File: config.mk
export PLATFORM = sky130hd
export DESIGN_NAME = horizontal_counter
export DESIGN_NICKNAME = d
export VERILOG_FILES = /design/src/rtl/horizontal_counter.sv
export SDC_FILE = /design/constraint.sdc
export NUM_CORES = 1
export LEC_CHECK = 0
export CORE_MARGIN = 5
export CORE_UTILIZATION = 50
export CTS_CLUSTER_SIZE = 8
export DETAILED_ROUTE_END_ITERATION = 10
export PLACE_DENSITY = 0.78
export REMOVE_ABC_BUFFERS = 1
export SYNTH_ARGS = -nofsm -noshare
export SYNTH_HDL_FRONTEND = slang
export SYNTH_SLANG_ARGS = --single-unit
File: constraint.sdc
create_clock -name clk -period 2.6 [get_ports clk]
set_clock_uncertainty 0.2 [all_clocks]
set_input_delay 0.78 -clock clk [delete_from_list [all_inputs] [get_ports clk]]
set_output_delay 0.78 -clock clk [all_outputs]
set_load 0.05 [all_outputs]
File: src/rtl/horizontal_counter.sv
// Pixel-rate horizontal timing for 640x480@60 VGA: pixel divider, pixel counter, region FSM.
// Define HCOUNT_PIXEL_DIV_EN to divide clk by PIX_DIV; otherwise one pixel per enabled clk.
module horizontal_counter #(
    parameter int unsigned H_ACTIVE  = 640,
    parameter int unsigned H_FP      = 16,
    parameter int unsigned H_SYNC    = 96,
    parameter int unsigned H_BP      = 48,
    parameter int unsigned PIX_DIV   = 4,
    parameter logic        HSYNC_POL = 1'b0
) (
    input  logic        clk,
    input  logic        rst_n,
    input  logic        enable,
    output logic        pix_tick,
    output logic [15:0] H_counter,
    output logic        ena_V,
    output logic        hsync,
    output logic        h_active
);

    localparam int unsigned H_TOTAL = H_ACTIVE + H_FP + H_SYNC + H_BP;
    localparam logic [15:0] A_LAST  = 16'(H_ACTIVE - 1);
    localparam logic [15:0] F_LAST  = 16'(H_ACTIVE + H_FP - 1);
    localparam logic [15:0] S_LAST  = 16'(H_ACTIVE + H_FP + H_SYNC - 1);
    localparam logic [15:0] H_LAST  = 16'(H_TOTAL - 1);

    if (H_ACTIVE == 0 || H_FP == 0 || H_SYNC == 0 || H_BP == 0 || PIX_DIV == 0
        || H_TOTAL > 65536) begin : g_bad_params
        $error("horizontal_counter: illegal timing parameters");
    end

    typedef enum logic [1:0] {
        ACTIVE = 2'd0,
        FRONT  = 2'd1,
        SYNC   = 2'd2,
        BACK   = 2'd3
    } region_e;

    logic        tick_c;
    logic [15:0] h_cnt_q;
    logic [15:0] h_cnt_d;
    region_e     state_q;
    logic        hsync_q;
    logic        h_active_q;

`ifdef HCOUNT_PIXEL_DIV_EN
    localparam int unsigned   DIV_W    = (PIX_DIV > 1) ? $clog2(PIX_DIV) : 1;
    localparam logic [DIV_W-1:0] DIV_LAST = DIV_W'(PIX_DIV - 1);

    logic [DIV_W-1:0] div_cnt_q;
    logic [DIV_W-1:0] div_cnt_d;

    always_comb begin
        div_cnt_d = (div_cnt_q == DIV_LAST) ? '0 : div_cnt_q + DIV_W'(1);
    end

    // Divider holds its phase while enable is low.
    always_ff @(posedge clk or negedge rst_n) begin
        if (!rst_n) begin
            div_cnt_q <= '0;
        end else if (enable) begin
            div_cnt_q <= div_cnt_d;
        end
    end

    assign tick_c = rst_n & enable & (div_cnt_q == DIV_LAST);
`else
    assign tick_c = rst_n & enable;
`endif

    always_comb begin
        h_cnt_d = (h_cnt_q == H_LAST) ? '0 : h_cnt_q + 16'd1;
    end

    always_ff @(posedge clk or negedge rst_n) begin
        if (!rst_n) begin
            h_cnt_q <= '0;
        end else if (tick_c) begin
            h_cnt_q <= h_cnt_d;
        end
    end

    // Region FSM; hsync/h_active are registered alongside the state so they track H_counter exactly.
    always_ff @(posedge clk or negedge rst_n) begin
        if (!rst_n) begin
            state_q    <= ACTIVE;
            hsync_q    <= ~HSYNC_POL;
            h_active_q <= 1'b1;
        end else if (tick_c) begin
            case (state_q)
                ACTIVE: begin
                    if (h_cnt_q == A_LAST) begin
                        state_q    <= FRONT;
                        h_active_q <= 1'b0;
                    end
                end
                FRONT: begin
                    if (h_cnt_q == F_LAST) begin
                        state_q <= SYNC;
                        hsync_q <= HSYNC_POL;
                    end
                end
                SYNC: begin
                    if (h_cnt_q == S_LAST) begin
                        state_q <= BACK;
                        hsync_q <= ~HSYNC_POL;
                    end
                end
                BACK: begin
                    if (h_cnt_q == H_LAST) begin
                        state_q    <= ACTIVE;
                        h_active_q <= 1'b1;
                    end
                end
                default: begin
                    state_q    <= ACTIVE;
                    hsync_q    <= ~HSYNC_POL;
                    h_active_q <= 1'b1;
                end
            endcase
        end
    end

    assign pix_tick  = tick_c;
    assign ena_V     = tick_c & (h_cnt_q == H_LAST);
    assign H_counter = h_cnt_q;
    assign hsync     = hsync_q;
    assign h_active  = h_active_q;

endmodule

==> impl_results.html <==
<table>
<tr><th>Metric</th><th>Value</th></tr>
<tr><th colspan="2">CTS</th></tr>
<tr><td>TritonCTS clock tree</td><td>done</td></tr>
<tr><td>Clock sink total</td><td>20</td></tr>
<tr><td>Clock Tree Buf Depth</td><td>2</td></tr>
<tr><td>Root Buffer Master</td><td>clkbuf_4</td></tr>
<tr><td>Num CTS Buffers</td><td>3</td></tr>
<tr><td># H-tree levels</td><td>1</td></tr>
<tr><td>Hold-fix buffers at CTS</td><td>0</td></tr>
<tr><td>Clock slew seen by the registers of the worst setup and hold paths</td><td>around 100 ps</td></tr>
<tr><td>Insertion delay to the later sink of the worst-skew pair</td><td>slightly above 300 ps</td></tr>
<tr><th colspan="2">Layout</th></tr>
<tr><td>Layout fillers</td><td>175</td></tr>
<tr><td>Antenna Diode Count</td><td>0</td></tr>
<tr><td>Final layout net count</td><td>167</td></tr>
<tr><td>Final std cells w/o fill</td><td>186</td></tr>
<tr><td>Area taken by flip-flops and latches</td><td>509 µm²</td></tr>
<tr><td>Area of combinational cells with multiple inputs</td><td>641 µm²</td></tr>
<tr><td>Ratio of cells with drive above 1 in the final layout</td><td>0.386</td></tr>
<tr><td>Synthesis-to-layout area growth</td><td>38.8%</td></tr>
<tr><td>Final Instance Area</td><td>1610 µm²</td></tr>
<tr><th colspan="2">Yosys</th></tr>
<tr><td>Syn_area_per_cell</td><td>slightly above 10 µm²</td></tr>
<tr><td>Sequential element share of the synthesized area</td><td>0.435</td></tr>
<tr><td>Cell types occupying the most area after synthesis</td><td>dfrtp_1, ha_1, dfstp_2</td></tr>
<tr><td>Commonest cells post-synth</td><td>dfrtp_1, nand2_1, nor2_1, nand3_1</td></tr>
<tr><td>Number of flops mapped to enable cells by yosys</td><td>0</td></tr>
<tr><td>Library cell with the highest instance count after synthesis</td><td>dfrtp_1</td></tr>
<tr><td>Count of state elements after synthesis</td><td>20</td></tr>
<tr><td>Distinct cell type count after synthesis</td><td>39</td></tr>
<tr><td>Number of warnings issued by yosys</td><td>0</td></tr>
<tr><td>Synthesized area</td><td>between 1000 and 1500 µm²</td></tr>
<tr><td>Cells after synthesis</td><td>between 100 and 150</td></tr>
<tr><td>Leading area contributor after synthesis</td><td>dfrtp_1</td></tr>
<tr><td>Primary FF master, synth</td><td>dfrtp_1</td></tr>
<tr><td>Area share of the largest cell type after synthesis</td><td>0.389</td></tr>
<tr><td>Async set-reset flop share out of synthesis</td><td>1.00</td></tr>
<tr><th colspan="2">Power and ir drop</th></tr>
<tr><td>Internal power</td><td>647 µW</td></tr>
<tr><td>Leakage dissipation</td><td>0.789 nW</td></tr>
<tr><td>Clock share of power</td><td>0.137</td></tr>
<tr><td>Switching power</td><td>473 µW</td></tr>
<tr><td>Switch share</td><td>0.423</td></tr>
<tr><td>Worst ir drop on vdd</td><td>0.000509 V</td></tr>
<tr><td>Power density normalized to cell area</td><td>697 nW/µm²</td></tr>
<tr><td>Logic pwr share</td><td>0.465</td></tr>
<tr><td>Sequential power share</td><td>0.398</td></tr>
<tr><th colspan="2">Setup path</th></tr>
<tr><td>Highest net fanout along the worst path</td><td>5</td></tr>
<tr><td>Reg2reg end</td><td>state_q[1]</td></tr>
<tr><td>Crit path capture type</td><td>primary output</td></tr>
<tr><td>Critical path arrival</td><td>around 1600 ps</td></tr>
<tr><td>Critical Path, Cell by Cell</td><td>ha_2, and3_4, nand4_1, nor2_2, buf_12</td></tr>
<tr><td>Worst r2r src</td><td>H_counter[1]</td></tr>
<tr><td>Buffers &amp; Inverters on Critical Path</td><td>1</td></tr>
<tr><td>Worst-case reg-to-reg path depth</td><td>6</td></tr>
<tr><td>Cell family with the largest share of critical-path delay</td><td>simple AND/OR/NAND/NOR gates</td></tr>
<tr><td>Worst setup path startpoint</td><td>H_counter[1]</td></tr>
<tr><td>Worst Setup Start Kind</td><td>register</td></tr>
<tr><td>Worst setup path class</td><td>reg2out</td></tr>
<tr><td>Worst setup endpoint</td><td>ena_V</td></tr>
<tr><td>Crit path required time</td><td>1620 ps</td></tr>
<tr><td>Reg2Reg Setup Slack</td><td>300 ps</td></tr>
<tr><td>Slowest-stage cell, CP</td><td>dfrtp_1</td></tr>
<tr><td>Worst path depth</td><td>5</td></tr>
<tr><td>Largest incremental delay on the critical path</td><td>approximately 420 ps</td></tr>
<tr><th colspan="2">Detailed routing</th></tr>
<tr><td>Total routed wirelength</td><td>2.76 mm</td></tr>
<tr><td>Number of nets with antenna violations after routing</td><td>0</td></tr>
<tr><td>Overall via count from detail_route</td><td>1029</td></tr>
<tr><td>Routed vias/inst</td><td>~5.5</td></tr>
<tr><td>Routed wire per std cell</td><td>between 10 and 15 µm</td></tr>
<tr><td>Number of remaining DRC errors</td><td>0</td></tr>
<tr><td>First-iteration detailed-routing DRC count</td><td>15</td></tr>
<tr><td>Length of the first detailed-routing pass in iterations</td><td>4</td></tr>
<tr><th colspan="2">GRT</th></tr>
<tr><td>Global Route met3 Usage</td><td>0.0245</td></tr>
<tr><td>Met2 Resource Use GR</td><td>0.295</td></tr>
<tr><td>Total track usage</td><td>0.169</td></tr>
<tr><td>Global route overflow</td><td>0</td></tr>
<tr><td>First-pass GRT wire length</td><td>between 4 and 5 mm</td></tr>
<tr><td>Initial antenna violation count</td><td>0</td></tr>
<tr><td>Pin count of the biggest net entering global routing</td><td>21</td></tr>
<tr><td>Met1 Resource Use GR</td><td>0.215</td></tr>
<tr><td>Most Crowded Layer GR</td><td>met2</td></tr>
<tr><td>Number of global-route vias before repair</td><td>991</td></tr>
<tr><th colspan="2">Timing</th></tr>
<tr><td>Post-layout min period</td><td>2620 ps</td></tr>
<tr><td>Final count of pins violating max slew</td><td>0</td></tr>
<tr><td>Total count of hold-check failures in the final report</td><td>0</td></tr>
<tr><td>Final critical-path share of the clock period</td><td>1.01</td></tr>
<tr><td>Max-slew headroom at the worst pin</td><td>0.651</td></tr>
<tr><td>F_max</td><td>382 MHz</td></tr>
<tr><td>Unrepaired setup endpoints after global routing</td><td>true</td></tr>
<tr><td>Final Setup Violations</td><td>1</td></tr>
<tr><td>Sum of negative setup slack</td><td>-16.3 ps</td></tr>
<tr><td>Slack of the critical path</td><td>-16.3 ps</td></tr>
<tr><td>Slew of the pin with the lowest slew margin</td><td>522 ps</td></tr>
<tr><th colspan="2">Min path</th></tr>
<tr><td>Tightest Hold Check Type</td><td>reg2reg</td></tr>
<tr><th colspan="2">Place</th></tr>
<tr><td>Number of input and output port buffers inserted</td><td>22</td></tr>
<tr><td>Post-Place Setup Slack</td><td>-216 ps</td></tr>
<tr><td>DP HPWL</td><td>2.04 mm</td></tr>
<tr><td>Cell area reported after detailed placement</td><td>1490 µm²</td></tr>
<tr><td>Placed cell count</td><td>173</td></tr>
<tr><td>Final Wtd Congestion</td><td>0.850</td></tr>
<tr><th colspan="2">Status</th></tr>
<tr><td>Outcome</td><td>finished, violations left</td></tr>
<tr><td>Violated checks</td><td>negative setup slack</td></tr>
<tr><th colspan="2">Die</th></tr>
<tr><td># IOs</td><td>23</td></tr>
<tr><td>Die width</td><td>58.1 µm</td></tr>
<tr><td>Initial core utilization</td><td>0.523</td></tr>
<tr><td>Die Area</td><td>3380 µm²</td></tr>
<tr><td>Core box area</td><td>2210 µm²</td></tr>
<tr><td>Die height</td><td>58.1 µm</td></tr>
<tr><td>Row Count</td><td>17</td></tr>
<tr><th colspan="2">Run</th></tr>
<tr><td>Max Cap Viol</td><td>0</td></tr>
</table>
==> power by group through the flow <==
stage,Combinational [mW],Sequential (mW),Clock (mW)
finish,0.521,0.446,0.153
CTS,0.490,0.448,0.152
detailed placement,0.487,0.454,0
global placement,0.476,0.450,0
global route,0.562,0.457,0.167
floorplan,0.200,0.583,0
==> cells in the final DEF (no fill, tap or decap), types with 2 or more instances in the layout <==
cell type / count
buf_12: 2
buf_4: 34
clkbuf_4: 3
clkdlybuf4s50_1: 2
dfrtp_1: 13
dfrtp_2: 5
dfstp_2: 2
dlygate4sd2_1: 2
dlymetal6s2s_1: 3
ha_1: 4
inv_1: 5
nand2_1: 10
nand3_1: 9
nand4_1: 6
nor2_1: 9
nor2b_1: 2
nor3_1: 2
nor4_4: 2
o21ai_0: 3
or3_1: 2
xnor2_1: 6
xor2_1: 5
==> metrics by stage <==
step | power (mW) | util | hold slack (ps)
2_1_floorplan | 0.783 | - | 284
3_3_place_gp | 0.925 | 0.673 | 303
3_5_place_dp | 0.941 | 0.673 | 311
4_1_cts | 1.09 | 0.688 | 327
5_1_grt | 1.19 | 0.726 | 362
6_report | 1.12 | 0.726 | 326
==> final cells by class <==
class | count | share of cell area
well taps | 28 | 0.0218
inverters | 6 | 0.0156
repair buffers | 43 | 0.231
flip-flops and latches | 20 | 0.317
clock buffers | 4 | 0.0164
multi-input cells | 85 | 0.399
==> cells by family (layout without fill, tap and decap cells) <==
group,after synthesis,count (layout),synth area share
compound gates,16,16,0.116
xor+xnor,11,11,0.0832
fa+ha+maj,5,5,0.0541
buf+inv,7,53,0.0227
flops,20,20,0.435
mux,1,1,0.0130
simple gates,52,52,0.277
==> registers in the layout (all words and copies together) (netlist names) <==
signal / count
H_counter: 16
state_q: 2
h_active: 1
hsync: 1
==> worst register-to-register path: cells and delay by family, from the launching register on <==
family,cells,cell delay [ps]
compound gates,1,430
simple gates,3,610
mux,1,330
fa+ha+maj,1,210
flops,1,420
==> worst min-delay path by stage <==
stage	slack (ps)	depth (start not counted)	start	to
final	330	2	hsync	hsync
after global routing	360	2	hsync	hsync
after CTS	330	2	hsync	hsync
after detailed placement	310	2	hsync	hsync
after global placement	300	2	hsync	hsync
after floorplan	280	0	rst_n	H_counter[0]
==> repair_timing <==
action / 4_1_cts / 5_1_grt
setup buffers: 0 / 9
gates resized for setup: 6 / 11
pin swaps: 0 / 4
setup endpoints to repair: 2 / 3
cloned: 0 / 0
==> per-layer routing <==
metal | up-vias | part of all wire
met1 | 504 | 0.44
li1 | 491 | -
met3 | 7 | 0.053
met2 | 27 | 0.49
met4 | 0 | 0.020
met5 | - | 0
Power figures use the tool's default switching activity.
